<file path="config.mk">
export PLATFORM = sky130hd
export DESIGN_NAME = axil_master_flat
export DESIGN_NICKNAME = d
export VERILOG_FILES = /design/src/rtl/axil_pkg.sv /design/src/rtl/axil_master_if.sv /design/src/rtl/axil_watchdog.sv /design/src/rtl/axil_master.sv /design/src/flat_wrapper.sv
export SDC_FILE = /design/constraint.sdc
export NUM_CORES = 1
export LEC_CHECK = 0
export ABC_AREA = 1
export BUFFER_PORTS_ARGS = -buffer_cell sky130_fd_sc_hd__buf_2
export CORE_MARGIN = 4
export CORE_UTILIZATION = 44
export CTS_CLUSTER_DIAMETER = 40
export DETAILED_ROUTE_END_ITERATION = 7
export PLACE_DENSITY = 0.8
export SLEW_MARGIN = 20
export SYNTH_ARGS = -nofsm -noshare
export SYNTH_HDL_FRONTEND = slang
export SYNTH_SLANG_ARGS = --single-unit
</file>
<file path="constraint.sdc">
create_clock -name clk -period 1.7 [get_ports clk]
set_clock_uncertainty 0.1 [all_clocks]
set_input_delay 0.17 -clock clk [delete_from_list [all_inputs] [get_ports clk]]
set_output_delay 0.17 -clock clk [all_outputs]
set_load 0.005 [all_outputs]
</file>
<file path="src/rtl/axil_pkg.sv">
// Shared types for the AXI-Lite command master: response codes and FSM states.
package axil_pkg;

   // AXI-Lite response codes
   typedef enum logic [1:0] {
      OKAY   = 2'd0,
      EXOKAY = 2'd1,
      SLVERR = 2'd2,
      DECERR = 2'd3
   } axil_resp_t;

   // Master transaction FSM states
   typedef enum logic [2:0] {
      IDLE         = 3'd0,
      WR_ADDR_DATA = 3'd1,
      WR_RESP      = 3'd2,
      RD_ADDR      = 3'd3,
      RD_DATA      = 3'd4,
      RESP         = 3'd5
   } axil_master_state_t;

   // Error responses are the ones with the high code bit set
   function automatic logic resp_is_err(input axil_resp_t r);
      return (r == SLVERR) || (r == DECERR);
   endfunction

endpackage

</file>
<file path="src/rtl/axil_master_if.sv">
// AXI-Lite bus bundle with initiator (master) and responder (slave) views.
interface axil_master_if #(
   parameter int unsigned ADDR_WIDTH = 16,
   parameter int unsigned DATA_WIDTH = 32
);
   localparam int unsigned STRB_WIDTH = DATA_WIDTH / 8;

   logic [ADDR_WIDTH-1:0] awaddr;
   logic [2:0]            awprot;
   logic                  awvalid;
   logic                  awready;
   logic [DATA_WIDTH-1:0] wdata;
   logic [STRB_WIDTH-1:0] wstrb;
   logic                  wvalid;
   logic                  wready;
   logic [1:0]            bresp;
   logic                  bvalid;
   logic                  bready;
   logic [ADDR_WIDTH-1:0] araddr;
   logic [2:0]            arprot;
   logic                  arvalid;
   logic                  arready;
   logic [DATA_WIDTH-1:0] rdata;
   logic [1:0]            rresp;
   logic                  rvalid;
   logic                  rready;

   modport master (
      output awaddr, awprot, awvalid, input awready,
      output wdata, wstrb, wvalid,    input wready,
      input  bresp, bvalid,           output bready,
      output araddr, arprot, arvalid, input arready,
      input  rdata, rresp, rvalid,    output rready
   );

   modport slave (
      input  awaddr, awprot, awvalid, output awready,
      input  wdata, wstrb, wvalid,    output wready,
      output bresp, bvalid,           input bready,
      input  araddr, arprot, arvalid, output arready,
      output rdata, rresp, rvalid,    input rready
   );
endinterface

</file>
<file path="src/rtl/axil_watchdog.sv">
// Response watchdog for axil_master (only built with AXIL_MASTER_TIMEOUT_EN).
// Counts cycles while enabled; expired is high in the LIMIT-th enabled cycle.
module axil_watchdog #(
   parameter int unsigned LIMIT = 255
) (
   input  logic clk,
   input  logic rst,
   input  logic i_clear,
   input  logic i_enable,
   output logic o_expired_c
);
   localparam int unsigned CNT_W = (LIMIT < 2) ? 1 : $clog2(LIMIT);
   localparam logic [CNT_W-1:0] LAST = CNT_W'(LIMIT - 1);

   logic [CNT_W-1:0] r_count;

   // Count enabled cycles, saturating at the limit
   always_ff @(posedge clk) begin
      if (rst || i_clear) begin
         r_count <= '0;
      end else if (i_enable && (r_count != LAST)) begin
         r_count <= r_count + CNT_W'(1);
      end
   end

   assign o_expired_c = i_enable && (r_count == LAST);

endmodule

</file>
<file path="src/rtl/axil_master.sv">
// Single-outstanding AXI-Lite initiator: accepts a read/write command,
// runs it on the AXI-Lite channels and returns data plus an error flag.
// Optional macro AXIL_MASTER_TIMEOUT_EN adds a response watchdog and keeps
// bready/rready high in IDLE so late beats are absorbed.
module axil_master
   import axil_pkg::*;
#(
   parameter int unsigned ADDR_WIDTH     = 16,
   parameter int unsigned DATA_WIDTH     = 32,
   parameter int unsigned TIMEOUT_CYCLES = 255,
   localparam int unsigned STRB_WIDTH    = DATA_WIDTH / 8
) (
   input  logic                  clk,
   input  logic                  rst,
   input  logic                  i_req_valid,
   output logic                  o_req_ready,
   input  logic                  i_req_write,
   input  logic [ADDR_WIDTH-1:0] i_req_addr,
   input  logic [DATA_WIDTH-1:0] i_req_wdata,
   input  logic [STRB_WIDTH-1:0] i_req_wstrb,
   output logic                  o_rsp_valid,
   input  logic                  i_rsp_ready,
   output logic [DATA_WIDTH-1:0] o_rsp_rdata,
   output logic                  o_rsp_err,
   axil_master_if.master         m_axil
);

   if (TIMEOUT_CYCLES == 0) begin : g_bad_timeout
      $error("axil_master: TIMEOUT_CYCLES must be at least 1");
   end

   axil_master_state_t    r_state;
   logic                  r_req_ready;
   logic                  r_write;
   logic [ADDR_WIDTH-1:0] r_addr;
   logic [DATA_WIDTH-1:0] r_wdata;
   logic [STRB_WIDTH-1:0] r_wstrb;
   logic                  r_awvalid;
   logic                  r_wvalid;
   logic                  r_bready;
   logic                  r_arvalid;
   logic                  r_rready;
   logic                  r_rsp_valid;
   logic [DATA_WIDTH-1:0] r_rsp_rdata;
   logic                  r_rsp_err;

   logic                  w_beat;
   logic [1:0]            w_beat_resp;
   logic [DATA_WIDTH-1:0] w_beat_data;
   logic                  w_wd_expired;

`ifdef AXIL_MASTER_TIMEOUT_EN
   localparam logic IDLE_READY = 1'b1;

   logic w_wd_active;

   // Watchdog runs only while waiting for a B or R beat
   assign w_wd_active = (r_state == WR_RESP) || (r_state == RD_DATA);

   axil_watchdog #(
      .LIMIT (TIMEOUT_CYCLES)
   ) u_watchdog (
      .clk         (clk),
      .rst         (rst),
      .i_clear     (!w_wd_active),
      .i_enable    (w_wd_active),
      .o_expired_c (w_wd_expired)
   );
`else
   localparam logic IDLE_READY = 1'b0;

   assign w_wd_expired = 1'b0;
`endif

   // Response beat of the channel matching the latched direction
   assign w_beat      = r_write ? m_axil.bvalid : m_axil.rvalid;
   assign w_beat_resp = r_write ? m_axil.bresp  : m_axil.rresp;
   assign w_beat_data = r_write ? '0 : m_axil.rdata;

   // Transaction FSM with registered handshake outputs
   always_ff @(posedge clk) begin
      if (rst) begin
         r_state     <= IDLE;
         r_req_ready <= 1'b1;
         r_write     <= 1'b0;
         r_addr      <= '0;
         r_wdata     <= '0;
         r_wstrb     <= '0;
         r_awvalid   <= 1'b0;
         r_wvalid    <= 1'b0;
         r_bready    <= 1'b0;
         r_arvalid   <= 1'b0;
         r_rready    <= 1'b0;
         r_rsp_valid <= 1'b0;
         r_rsp_rdata <= '0;
         r_rsp_err   <= 1'b0;
      end else begin
         case (r_state)
            IDLE: begin
               r_bready <= IDLE_READY;
               r_rready <= IDLE_READY;
               if (i_req_valid && r_req_ready) begin
                  r_req_ready <= 1'b0;
                  r_write     <= i_req_write;
                  r_addr      <= i_req_addr;
                  r_wdata     <= i_req_wdata;
                  r_wstrb     <= i_req_wstrb;
                  r_bready    <= 1'b0;
                  r_rready    <= 1'b0;
                  if (i_req_write) begin
                     r_awvalid <= 1'b1;
                     r_wvalid  <= 1'b1;
                     r_state   <= WR_ADDR_DATA;
                  end else begin
                     r_arvalid <= 1'b1;
                     r_state   <= RD_ADDR;
                  end
               end
            end

            WR_ADDR_DATA: begin
               if (m_axil.awready) r_awvalid <= 1'b0;
               if (m_axil.wready)  r_wvalid  <= 1'b0;
               if ((!r_awvalid || m_axil.awready) && (!r_wvalid || m_axil.wready)) begin
                  r_bready <= 1'b1;
                  r_state  <= WR_RESP;
               end
            end

            RD_ADDR: begin
               if (m_axil.arready) begin
                  r_arvalid <= 1'b0;
                  r_rready  <= 1'b1;
                  r_state   <= RD_DATA;
               end
            end

            WR_RESP, RD_DATA: begin
               if (w_beat || w_wd_expired) begin
                  r_bready    <= 1'b0;
                  r_rready    <= 1'b0;
                  r_rsp_valid <= 1'b1;
                  r_state     <= RESP;
                  if (w_beat) begin
                     r_rsp_rdata <= w_beat_data;
                     r_rsp_err   <= resp_is_err(axil_resp_t'(w_beat_resp));
                  end else begin
                     r_rsp_rdata <= '0;
                     r_rsp_err   <= 1'b1;
                  end
               end
            end

            RESP: begin
               if (i_rsp_ready) begin
                  r_rsp_valid <= 1'b0;
                  r_req_ready <= 1'b1;
                  r_bready    <= IDLE_READY;
                  r_rready    <= IDLE_READY;
                  r_state     <= IDLE;
               end
            end

            default: begin
               r_state <= IDLE;
            end
         endcase
      end
   end

   assign o_req_ready    = r_req_ready;
   assign o_rsp_valid    = r_rsp_valid;
   assign o_rsp_rdata    = r_rsp_rdata;
   assign o_rsp_err      = r_rsp_err;

   assign m_axil.awaddr  = r_addr;
   assign m_axil.awprot  = 3'b000;
   assign m_axil.awvalid = r_awvalid;
   assign m_axil.wdata   = r_wdata;
   assign m_axil.wstrb   = r_wstrb;
   assign m_axil.wvalid  = r_wvalid;
   assign m_axil.bready  = r_bready;
   assign m_axil.araddr  = r_addr;
   assign m_axil.arprot  = 3'b000;
   assign m_axil.arvalid = r_arvalid;
   assign m_axil.rready  = r_rready;

endmodule

</file>
<file path="src/flat_wrapper.sv">
// flat-port wrapper written by rule: the top's interface ports become plain ports
module axil_master_flat import axil_pkg::*;
#(
   parameter int unsigned ADDR_WIDTH     = 16,
   parameter int unsigned DATA_WIDTH     = 32,
   parameter int unsigned TIMEOUT_CYCLES = 255,
   localparam int unsigned STRB_WIDTH    = DATA_WIDTH / 8
)
  (clk, rst, i_req_valid, o_req_ready, i_req_write, i_req_addr, i_req_wdata, i_req_wstrb, o_rsp_valid, i_rsp_ready, o_rsp_rdata, o_rsp_err, m_axil_awaddr, m_axil_awprot, m_axil_awvalid, m_axil_awready, m_axil_wdata, m_axil_wstrb, m_axil_wvalid, m_axil_wready, m_axil_bresp, m_axil_bvalid, m_axil_bready, m_axil_araddr, m_axil_arprot, m_axil_arvalid, m_axil_arready, m_axil_rdata, m_axil_rresp, m_axil_rvalid, m_axil_rready);
  axil_master_if #(.ADDR_WIDTH(ADDR_WIDTH), .DATA_WIDTH(DATA_WIDTH)) m_axil_i ();
  input  logic clk;
  input  logic rst;
  input  logic i_req_valid;
  output logic o_req_ready;
  input  logic i_req_write;
  input  logic [ADDR_WIDTH-1:0] i_req_addr;
  input  logic [DATA_WIDTH-1:0] i_req_wdata;
  input  logic [STRB_WIDTH-1:0] i_req_wstrb;
  output logic o_rsp_valid;
  input  logic i_rsp_ready;
  output logic [DATA_WIDTH-1:0] o_rsp_rdata;
  output logic o_rsp_err;
  output wire logic [$bits(m_axil_i.awaddr)-1:0] m_axil_awaddr;
  output wire logic [$bits(m_axil_i.awprot)-1:0] m_axil_awprot;
  output wire logic [$bits(m_axil_i.awvalid)-1:0] m_axil_awvalid;
  input wire logic [$bits(m_axil_i.awready)-1:0] m_axil_awready;
  output wire logic [$bits(m_axil_i.wdata)-1:0] m_axil_wdata;
  output wire logic [$bits(m_axil_i.wstrb)-1:0] m_axil_wstrb;
  output wire logic [$bits(m_axil_i.wvalid)-1:0] m_axil_wvalid;
  input wire logic [$bits(m_axil_i.wready)-1:0] m_axil_wready;
  input wire logic [$bits(m_axil_i.bresp)-1:0] m_axil_bresp;
  input wire logic [$bits(m_axil_i.bvalid)-1:0] m_axil_bvalid;
  output wire logic [$bits(m_axil_i.bready)-1:0] m_axil_bready;
  output wire logic [$bits(m_axil_i.araddr)-1:0] m_axil_araddr;
  output wire logic [$bits(m_axil_i.arprot)-1:0] m_axil_arprot;
  output wire logic [$bits(m_axil_i.arvalid)-1:0] m_axil_arvalid;
  input wire logic [$bits(m_axil_i.arready)-1:0] m_axil_arready;
  input wire logic [$bits(m_axil_i.rdata)-1:0] m_axil_rdata;
  input wire logic [$bits(m_axil_i.rresp)-1:0] m_axil_rresp;
  input wire logic [$bits(m_axil_i.rvalid)-1:0] m_axil_rvalid;
  output wire logic [$bits(m_axil_i.rready)-1:0] m_axil_rready;
  assign m_axil_awaddr = m_axil_i.awaddr;
  assign m_axil_awprot = m_axil_i.awprot;
  assign m_axil_awvalid = m_axil_i.awvalid;
  assign m_axil_i.awready = m_axil_awready;
  assign m_axil_wdata = m_axil_i.wdata;
  assign m_axil_wstrb = m_axil_i.wstrb;
  assign m_axil_wvalid = m_axil_i.wvalid;
  assign m_axil_i.wready = m_axil_wready;
  assign m_axil_i.bresp = m_axil_bresp;
  assign m_axil_i.bvalid = m_axil_bvalid;
  assign m_axil_bready = m_axil_i.bready;
  assign m_axil_araddr = m_axil_i.araddr;
  assign m_axil_arprot = m_axil_i.arprot;
  assign m_axil_arvalid = m_axil_i.arvalid;
  assign m_axil_i.arready = m_axil_arready;
  assign m_axil_i.rdata = m_axil_rdata;
  assign m_axil_i.rresp = m_axil_rresp;
  assign m_axil_i.rvalid = m_axil_rvalid;
  assign m_axil_rready = m_axil_i.rready;
  axil_master #(.ADDR_WIDTH(ADDR_WIDTH), .DATA_WIDTH(DATA_WIDTH), .TIMEOUT_CYCLES(TIMEOUT_CYCLES)) u_core (.clk(clk), .rst(rst), .i_req_valid(i_req_valid), .o_req_ready(o_req_ready), .i_req_write(i_req_write), .i_req_addr(i_req_addr), .i_req_wdata(i_req_wdata), .i_req_wstrb(i_req_wstrb), .o_rsp_valid(o_rsp_valid), .i_rsp_ready(i_rsp_ready), .o_rsp_rdata(o_rsp_rdata), .o_rsp_err(o_rsp_err), .m_axil(m_axil_i));
endmodule
</file>
==> impl_results.md, run 1 <==
- Final ANT Viol Nets: 0
- Hold Vio Cnt, Final: 0
- # IOs: 212
- Critical Path Slowest Stage Cell: dfxtp_1
- Drt first pass iters: 6
- Cell variety after synth: 23
- Area contributors post-synth: dfxtp_1 51%, nor2_1 12%, o21ai_0 7.4%
- Net Switching: about 2.8 mW
- Leading area contributor after synthesis: dfxtp_1
- Number of max-cap violations: 0
- Highest Clock Rate: about 630 MHz
- #FFs+latches synth: between 90 and 100
- Async set-reset flop share out of synthesis: 0%
- Area Overhead vs Synth: 53.5%
- Final worst path period need: 1580 ps
- Worst-Skew Late Latency: between 300 and 400 ps
- Routed WL per cell: roughly 14 um
- Mapped cell area: 0.00376 sq mm
- Clock tree buffer depth: 2
- Vias in the first global route: 4,280
- Outcome: finished, final reports clean
- Post-synthesis average cell area: 7.74 sq um
- Leading cell types by count after synthesis: 119 x nor2_1, 96 x dfxtp_1, 56 x o21ai_0
- DR top layer: met5
- Cell family with most CP delay: simple AND/OR/NAND/NOR gates
- HP Class: in2reg
- CTS tree: yes
- Clk pwr share: between 20% and 30%
- Via count: about 4,300
- Compound-gate portion of the synthesized area: approximately 14%
- CP required: 1840 ps
- Core area: 0.00826 sq mm
- Combinational Power Share: a little under two fifths
- Sum Neg Setup Slack: 0 ps
- Initial drt markers: approximately 170
- Setup crit start kind: flop
- Number of placement rows: 33
- Post-synthesis mux area share: 0%
- Ys flop type: dfxtp_1
- Synth Area in XOR/XNOR: 0%
- Met3 WL: between 1000 and 1500 um
- RSZ-0062 raised after global routing: false
- Synth Area in Simple Gates: between 20% and 30%
- Post-synth top area share: between 50% and 60%
- N_diodes: 0
- Crit. End Element: flop
- Vias per cell: 4.97
- Clock buffer count from CTS: 9
- Hold WS: between 50 and 60 ps
- Final nets: 850
- Largest net degree at the start of global routing: 49
- Die Wd: around 100 um
- Htree depth: 3
- Count leader, synth: nor2_1
- Clock sinks: 96
- Worst-path clk slew: 100 ps
- Register area: slightly below 0.002 sq mm
- Syn Inst Count: just under 500
- PortBufs: between 200 and 250
- Sequential-to-total area share from yosys stat: 51.1%
- Peak fanout along the critical path: 26
- Period Utilization, post-route: between 90% and 100%
- Slowest Stage Delay on Critical Path: 380 ps
- Die Area: 0.0101 sq mm
- Routed wl met2: just over 6000 um
- Syn. warnings: 0
- Switch share: between 30% and 40%
- CP Class: reg2reg
- GRT Total Usage: approximately a quarter
- Multi-input gate area: approximately 0.0015 sq mm
- Gpl congestion: ~0.81
- Critical Path AT: around 1700 ps
- CP cell instances: nor2_4 > nand2_1 > nor2_4 > inv_2 > buf_4 > nor2_1 > nor2_1
- Post-synthesis adder-cell area fraction: 0%
- Die height: around 100 um
- Antenna violations before repair: 1
- Wl on met1: ~4800 um
- Leakage: ~2.9 nW
- Largest family of logic cells by synthesized area: simple AND/OR/NAND/NOR gates
- First-pass GRT wire length: about 20,000 um
- Layout cell share with drive strength beyond 1: a little under a third
- Post-Route WL: around 12,000 um
- # DRC: 0
- Postcts setup bufs: 0
- GRT overflow: 0
- Initial Utilization: between 40% and 50%
- WP buf/inv: 2
- Peak supply drop: between 0.6 and 0.7 mV
- Internal: just under 5 mW
- Clock root cell: clkbuf_8
- Fillers: 634
- Number of flops mapped to enable cells by yosys: 0
- Pwr Density: about 1300 mW/mm^2
- Final setup fails: 0
- Reg power frac: between 40% and 50%
- Slew Viols, Final: 0
- HPWL Detailed: 7620 um
worst paths after layout:
check / startpoint / endpoint / slack (ps) / cells after the start
setup / recovery: u_core.r_state[1]$_SDFFE_PP0P_ / u_core.m_axil.wdata[5]$_SDFFE_PP0P_ / 120 / 7
hold / removal: m_axil_rresp[1] / u_core.o_rsp_err$_SDFFE_PP0P_ / 50 / 4
setup reg to reg: u_core.r_state[1]$_SDFFE_PP0P_ / u_core.m_axil.wdata[5]$_SDFFE_PP0P_ / 120 / 7
hold reg to reg: u_core.m_axil.arvalid$_SDFFE_PP0P_ / u_core.m_axil.arvalid$_SDFFE_PP0P_ / 370 / 2
through the flow:
stage          worst slack (ps)  instance area, sq um  cells  power, mW  utilization, %
2_1_floorplan               220                  3780    491       4.92               -
3_3_place_gp                167                  4680    759       5.75            56.7
4_1_cts                     108                  5770    861       7.63            69.8
5_1_grt                    20.2                  5780    861       8.19            70.0
6_report                    116                  5780    861       7.65            70.0
3_5_place_dp                130                  4680    759       5.84            56.7
final cells by class:
class,instances,area share [%]
clock buffers,9,2.14
clock inverters,6,1.60
inverters,18,1.21
multi-input cells,326,25.1
flip-flops and latches,96,33.3
well taps,105,2.27
repair buffers,301,34.4
worst register-to-register path, delay by kind of cell, from the launching register on:
kind	cells	cell delay [ps]
AND/OR/NAND/NOR	5	720
buffers and inverters	2	280
flip-flops	1	380
flip-flops by register name, indices dropped and copies added (netlist names), 3 cells and up:
register / flops
u_core.m_axil.araddr: 16
u_core.o_rsp_rdata: 32
u_core.r_state: 3
u_core.m_axil.wdata: 32
u_core.m_axil.wstrb: 4
cell families after synthesis:
| family | after synthesis |
|---|---|
| AOI/OAI and AO/OA | 101 |
| buffers and inverters | 69 |
| DFF | 96 |
| other | 1 |
| and+or+nand+nor | 219 |
power by group through the flow:
stage               Clock [mW]  Combinational [mW]  Sequential [mW]
floorplan                    0                1.65             3.27
finish                    1.61                2.85             3.19
CTS                       1.67                2.79             3.17
global route              1.74                3.19             3.26
global placement             0                2.57             3.18
detailed placement           0                2.63             3.21
what timing repair did:
item,CTS,global route
hold buffers,87,0
resized for setup,0,4
endpoints found under the hold margin,87,0
endpoints found under the setup margin,0,33
routing by layer:
layer,vias to the layer above,GRT usage (%)
met5,-,0
met3,43,7.27
met1,1938,28.2
met4,2,10.7
met2,219,41.1
li1,2079,-
placed cells by master (no fill, tap or decap):
cell,count
a21oi_1,38
conb_1,6
o211a_1,1
inv_2,2
nand3_1,38
nor2_2,1
nor2_1,118
bufinv_16,2
inv_6,2
o21ai_0,56
buf_12,1
clkinvlp_4,2
nor3_4,1
inv_4,1
dlygate4sd3_1,87
buf_2,203
nor3_1,1
nand4_1,3
o21ai_1,3
dfxtp_1,96
buf_4,9
o21bai_1,1
inv_1,15
nor2_4,2
nand2_1,54
clkbuf_8,9
a211oi_1,2
buf_6,1
nand2_2,1
Power figures use the tool's default switching activity.
==> inputs of run 2 (changes only) <==
--- a/config.mk
+++ b/config.mk
@@ -9,9 +9,11 @@
 export BUFFER_PORTS_ARGS = -buffer_cell sky130_fd_sc_hd__buf_2
 export CORE_MARGIN = 4
 export CORE_UTILIZATION = 44
+export CTS_BUF_LIST = sky130_fd_sc_hd__clkbuf_8 sky130_fd_sc_hd__clkbuf_16
 export CTS_CLUSTER_DIAMETER = 40
 export DETAILED_ROUTE_END_ITERATION = 7
 export PLACE_DENSITY = 0.8
+export RECOVER_POWER = 50
 export SLEW_MARGIN = 20
 export SYNTH_ARGS = -nofsm -noshare
 export SYNTH_HDL_FRONTEND = slang
==> run 2 against run 1 <==
Flip-flop and latch count unchanged. Utilization down 1.0 points. Via count up 0.44%. Combinational power down 4%. Fmax down 0.60%. Clock-buffer cell count unchanged. Die area unchanged. Cell area down 1.5%. Clock power about the same. Final cell count unchanged. Critical path depth unchanged. Register-to-register slack about the same. Critical path type unchanged. Critical endpoint unchanged. Largest cell class is now sequential cells. Largest power group unchanged.
==> impl_results.md, run 2 (synthesis results as in run 1) <==
- Initial drt markers: about 170
- Critical Path AT: about 1700 ps
- Htree depth: 3
- Clock sinks: 96
- WP buf/inv: 2
- Via count: 4,300
- Post-Place Worst Slack: 130 ps
- Reg2reg start: u_core.r_state[1]$_SDFFE_PP0P_
- Placed cells: 759
- Outcome: finished, final reports clean
- R2R Setup Slk: 110 ps
- Most frequent cells in the layout: 134 x buf_2, 118 x nor2_1, 96 x dfxtp_1
- # DRC: 0
- Pwr Density: approximately 1300 mW/mm^2
- Worst-path clk slew: ~100 ps
- Largest net degree at the start of global routing: 49
- Combinational Power Share: a little over a third
- Peak fanout along the critical path: 26
- Fillers: between 600 and 700
- Internal: roughly 4.8 mW
- N_diodes: 0
- Peak supply drop: 0.676 mV
- Final setup fails: 0
- # IOs: 212
- Area Overhead vs Synth: 51.2%
- Post-Route WL: 12,500 um
- Leakage: between 2 and 3 nW
- Final ANT Viol Nets: 0
- PortBufs: approximately 200
- Clock tree buffer depth: 2
- Drt first pass iters: 4
- Critical Path Slowest Stage Cell: dfxtp_1
- Placed Area: between 0.004 and 0.005 sq mm
- Min-Delay Startpoint: m_axil_rresp[1]
- Reg2reg end: u_core.m_axil.wdata[5]$_SDFFE_PP0P_
- CP Class: reg2reg
- Number of placement rows: 33
- Clk pwr share: 21.3%
- Worst-Skew Late Latency: between 300 and 400 ps
- Reg power frac: a little over two fifths
- Postcts setup bufs: 0
- Final nets: 850
- Die height: approximately 100 um
- Die Area: slightly above 0.01 sq mm
- Die Wd: between 100 and 150 um
- Antenna violations before repair: 1
- Routed WL per cell: between 10 and 15 um
- Clock root cell: clkbuf_8
- Core area: between 0.008 and 0.009 sq mm
- Vias in the first global route: roughly 4,300
- Final worst path period need: between 1500 and 2000 ps
- Period Utilization, post-route: 93.7%
- Crit. End Element: flop
- Slew Viols, Final: 0
- Hold Vio Cnt, Final: 0
- Slowest Stage Delay on Critical Path: roughly 380 ps
- CTS tree: yes
- Most common cell after layout, fill and taps aside: buf_2
- Layout cell share with drive strength beyond 1: 22.2%
- Initial Utilization: 45.6%
- Switch share: between 30 and 40%
- Reg2reg path depth: 7
- Net Switching: 2.78 mW
- RSZ-0062 raised after global routing: false
- GRT Total Usage: between 20% and 30%
- Clock buffer count from CTS: 9
- Highest Clock Rate: 628 MHz
- Setup crit start kind: flop
- CP required: between 1500 and 2000 ps
- Finished Layout Cells: ~860
- HP Class: in2reg
- Min-Delay Endpoint: u_core.o_rsp_err$_SDFFE_PP0P_
- GRT overflow: 0
- Final worst slack: roughly 110 ps
- Number of max-cap violations: 0
- Gpl congestion: between 0.8 and 0.9
- Cell family with most CP delay: simple AND/OR/NAND/NOR gates
- CP cell instances: nor2_4 > nand2_1 > nor2_4 > inv_2 > buf_4 > nor2_1 > nor2_1
- Vias per cell: 4.99
- WHS Path Cells: 4
- Final Instance Area: about 0.0057 sq mm
- HPWL Detailed: 7620 um
- First-pass GRT wire length: roughly 20,000 um
- Sum Neg Setup Slack: 0 ps
[run 2: layout make-up]
type | count | area [sq um] | area share, %
Clock buffer | 9 | 124 | 2.18
Tap cell | 105 | 131 | 2.31
Clock inverter | 6 | 92.6 | 1.63
Inverter | 18 | 70.1 | 1.23
Multi-Input combinational cell | 326 | 1450 | 25.5
Timing Repair Buffer | 301 | 1900 | 33.4
Sequential cell | 96 | 1920 | 33.8
[run 2: power by group through the flow]
stage	Combinational [mW]	Clock, mW	Sequential (mW)
6_report	2.74	1.61	3.20
5_1_grt	3.07	1.74	3.28
4_1_cts	2.79	1.67	3.17
3_5_place_dp	2.63	0	3.21
3_3_place_gp	2.57	0	3.18
2_1_floorplan	1.65	0	3.27
[run 2: through the flow]
stage | power [mW] | hold slack [ps] | utilization, %
after floorplan | 4.92 | 160 | -
after global placement | 5.75 | 263 | 56.7
after detailed placement | 5.84 | 276 | 56.7
after CTS | 7.63 | 46.5 | 69.8
after global routing | 8.09 | 75.0 | 68.9
final | 7.56 | 51.7 | 68.9
[run 2: tightest hold or removal path, stage by stage]
cell and delay (ps):
buf_2 70, nand2_1 40, nand3_1 70, o211a_1 120
[run 2: what timing repair did]
action                                 4_1_cts  5_1_grt
hold buffers                                87        0
setup endpoints to repair                    0       33
endpoints found under the hold margin       87        0
resized for setup                            0        4
[run 2: worst max-delay path by stage]
stage	start	to	cells after the start
after global placement	u_core.r_state[2]$_SDFFE_PP0P_	u_core.m_axil.wdata[12]$_SDFFE_PP0P_	7
after detailed placement	u_core.r_state[1]$_SDFFE_PP0P_	u_core.o_rsp_rdata[2]$_SDFFE_PP0P_	6
after global routing	u_core.r_state[1]$_SDFFE_PP0P_	u_core.m_axil.wdata[26]$_SDFFE_PP0P_	6
after CTS	u_core.r_state[2]$_SDFFE_PP0P_	u_core.o_rsp_rdata[2]$_SDFFE_PP0P_	6
final	u_core.r_state[1]$_SDFFE_PP0P_	u_core.m_axil.wdata[5]$_SDFFE_PP0P_	7
after floorplan	u_core.r_state[1]$_SDFFE_PP0P_	u_core.o_rsp_rdata[10]$_SDFFE_PP0P_	7
[run 2: routing by layer]
layer / share of wire [%] / GRT usage (%) / vias to the layer above
met3: 10 / 7.27 / 46
met2: 49 / 41.1 / 223
met5: 0.096 / 0 / -
li1: - / - / 2081
met4: 3.3 / 10.7 / 2
met1: 38 / 28.2 / 1948
==> inputs of run 3 (changes only) <==
--- a/config.mk
+++ b/config.mk
@@ -7,12 +7,14 @@
 export LEC_CHECK = 0
 export ABC_AREA = 1
 export BUFFER_PORTS_ARGS = -buffer_cell sky130_fd_sc_hd__buf_2
+export CELL_PAD_IN_SITES_DETAIL_PLACEMENT = 1
+export CELL_PAD_IN_SITES_GLOBAL_PLACEMENT = 2
 export CORE_MARGIN = 4
-export CORE_UTILIZATION = 44
+export CORE_UTILIZATION = 23
 export CTS_BUF_LIST = sky130_fd_sc_hd__clkbuf_8 sky130_fd_sc_hd__clkbuf_16
 export CTS_CLUSTER_DIAMETER = 40
 export DETAILED_ROUTE_END_ITERATION = 7
-export PLACE_DENSITY = 0.8
+export PLACE_DENSITY_LB_ADDON = 0.1
 export RECOVER_POWER = 50
 export SLEW_MARGIN = 20
 export SYNTH_ARGS = -nofsm -noshare
==> run 3 against run 2 <==
Critical path depth unchanged. Die area up 83%. Non-clock buffer count down 1. Fmax up 2.5%. Worst hold slack worse by 2.2 ps. First-iteration DRC count down 8.9%. Critical path type unchanged. Critical endpoint is now u_core.o_req_ready$_SDFFE_PP1P_.
==> impl_results.md, run 3 (synthesis results as in run 1) <==
- Vias in the first global route: 4,498
- Crit. End Element: flop
- Leakage: approximately 2.7 nW
- Vias per cell: 4.26
- # DRC: 0
- CP required: 1830 ps
- Via count: between 4,000 and 5,000
- GRT overflow: 0
- Number of placement rows: between 40 and 50
- Die height: 136 um
- Peak supply drop: 0.615 mV
- Most frequent cells in the layout: 136 x buf_2, 118 x nor2_1, 96 x dfxtp_1
- Antenna violations before repair: 0
- Area Overhead vs Synth: 58.1%
- Die Wd: approximately 140 um
- Final setup fails: 0
- Final nets: between 800 and 900
- Initial Utilization: 23.6%
- Layout cell share with drive strength beyond 1: a little under a quarter
- Clock root cell: clkbuf_16
- PortBufs: slightly above 200
- Clock sinks: 96
- Clock tree buffer depth: 2
- Postcts setup bufs: 0
- Highest Clock Rate: between 600 and 700 MHz
- Critical Path AT: roughly 1700 ps
- WP buf/inv: 2
- Largest net degree at the start of global routing: 53
- CP Class: reg2reg
- Worst-Skew Late Latency: 330 ps
- Htree depth: 3
- First-pass GRT wire length: 22,000 um
- Most common cell after layout, fill and taps aside: buf_2
- Final ANT Viol Nets: 0
- GRT Total Usage: about 15%
- Cell family with most CP delay: simple AND/OR/NAND/NOR gates
- Clock buffer count from CTS: 9
- N_diodes: 0
- Slew Viols, Final: 0
- Routed WL per cell: 14.3 um
- Slowest Stage Delay on Critical Path: between 300 and 400 ps
- CP cell instances: nor2_4 > nand2_1 > nor2_4 > inv_2 > buf_6 > a21oi_1 > o21bai_1
- Final Instance Area: about 0.006 sq mm
- Crit-path most repeated cell: nor2_4
- Hold Vio Cnt, Final: 0
- Number of max-cap violations: 0
- Drt first pass iters: 4
- RSZ-0062 raised after global routing: false
- Worst-path clk slew: roughly 70 ps
- Outcome: finished, final reports clean
- Initial drt markers: 154
- Gpl congestion: approximately 0.80
- Sum Neg Setup Slack: 0 ps
- Pwr Density: 1380 mW/mm^2
- Period Utilization, post-route: between 90% and 100%
- Critical Path Slowest Stage Cell: dfxtp_1
- Setup crit start kind: flop
- Placed Area: 0.00483 sq mm
- HP Class: in2reg
- # IOs: about 210
- Final worst path period need: between 1500 and 2000 ps
- CTS tree: yes
- Peak fanout along the critical path: 21
- Die Area: 0.0185 sq mm
- Post-Route WL: between 10,000 and 15,000 um
- HPWL Detailed: ~9400 um
- Core area: around 0.016 sq mm
## run 3: changes by cell type in the layout (fill, tap and decap cells not counted), sizes merged
cell / before / now
clkbuf: 76 / 77
dlygate4sd3: 87 / 86
clkinvlp: 2 / 1
inv: 20 / 18
clkinv: 0 / 3
## run 3: layout make-up
cell class	instances	area, sq um
clock inverter	6	82.6
fill	1982	10000
sequential	96	1920
timing repair buffer	300	1910
inverter	18	70.1
multi-input combinational	326	1460
tap	216	270
clock buffer	10	239
## run 3: what timing repair did
action | CTS | global route
gates resized for setup | 1 | 5
hold buffers | 86 | 0
setup endpoints to repair | 4 | 11
endpoints found under the hold margin | 86 | 0
pin swaps | 0 | 1
## run 3: per-stage QoR
stage	hold WS (ps)	setup slack, ps	utilization (%)	power (mW)	cells
3_5_place_dp	263	-3.82	30.3	6.03	870
2_1_floorplan	160	220	-	4.92	491
6_report	49.5	145	37.3	8.22	972
5_1_grt	62.9	7.37	37.3	8.87	972
4_1_cts	30.6	59.8	37.7	8.46	972
3_3_place_gp	263	79.5	30.3	5.94	870
## run 3: final timing paths
check	cells past startpoint	from	endpoint	slack, ps
max	7	u_core.r_state[1]$_SDFFE_PP0P_	u_core.o_req_ready$_SDFFE_PP1P_	150
min	4	i_req_write	u_core.m_axil.arvalid$_SDFFE_PP0P_	50
max reg2reg	7	u_core.r_state[1]$_SDFFE_PP0P_	u_core.o_req_ready$_SDFFE_PP1P_	150
min reg2reg	2	u_core.o_rsp_rdata[27]$_SDFFE_PP0P_	u_core.o_rsp_rdata[27]$_SDFFE_PP0P_	360
## run 3: where the power goes
part           switching, mW  internal (mW)  leakage, nW  total (mW)
sequential             0.336           2.85        0.786        3.19
clock                  0.878           1.32        0.158        2.20
combinational           1.69           1.14         1.75        2.83
total                   2.90           5.31         2.69        8.22
## run 3: metal layers
layer / up-vias / GRT usage, % / wire (um)
li1: 2073 / - / -
met4: 0 / 4.82 / 209
met1: 1928 / 16.7 / 5740
met3: 13 / 3.44 / 896
met2: 126 / 27.1 / 7020
met5: - / 0 / 0
## run 3: worst min-delay path, cell delays in order
cell     delay (ps)
buf_2            90
nor2_1           50
inv_1            60
a21oi_1          60
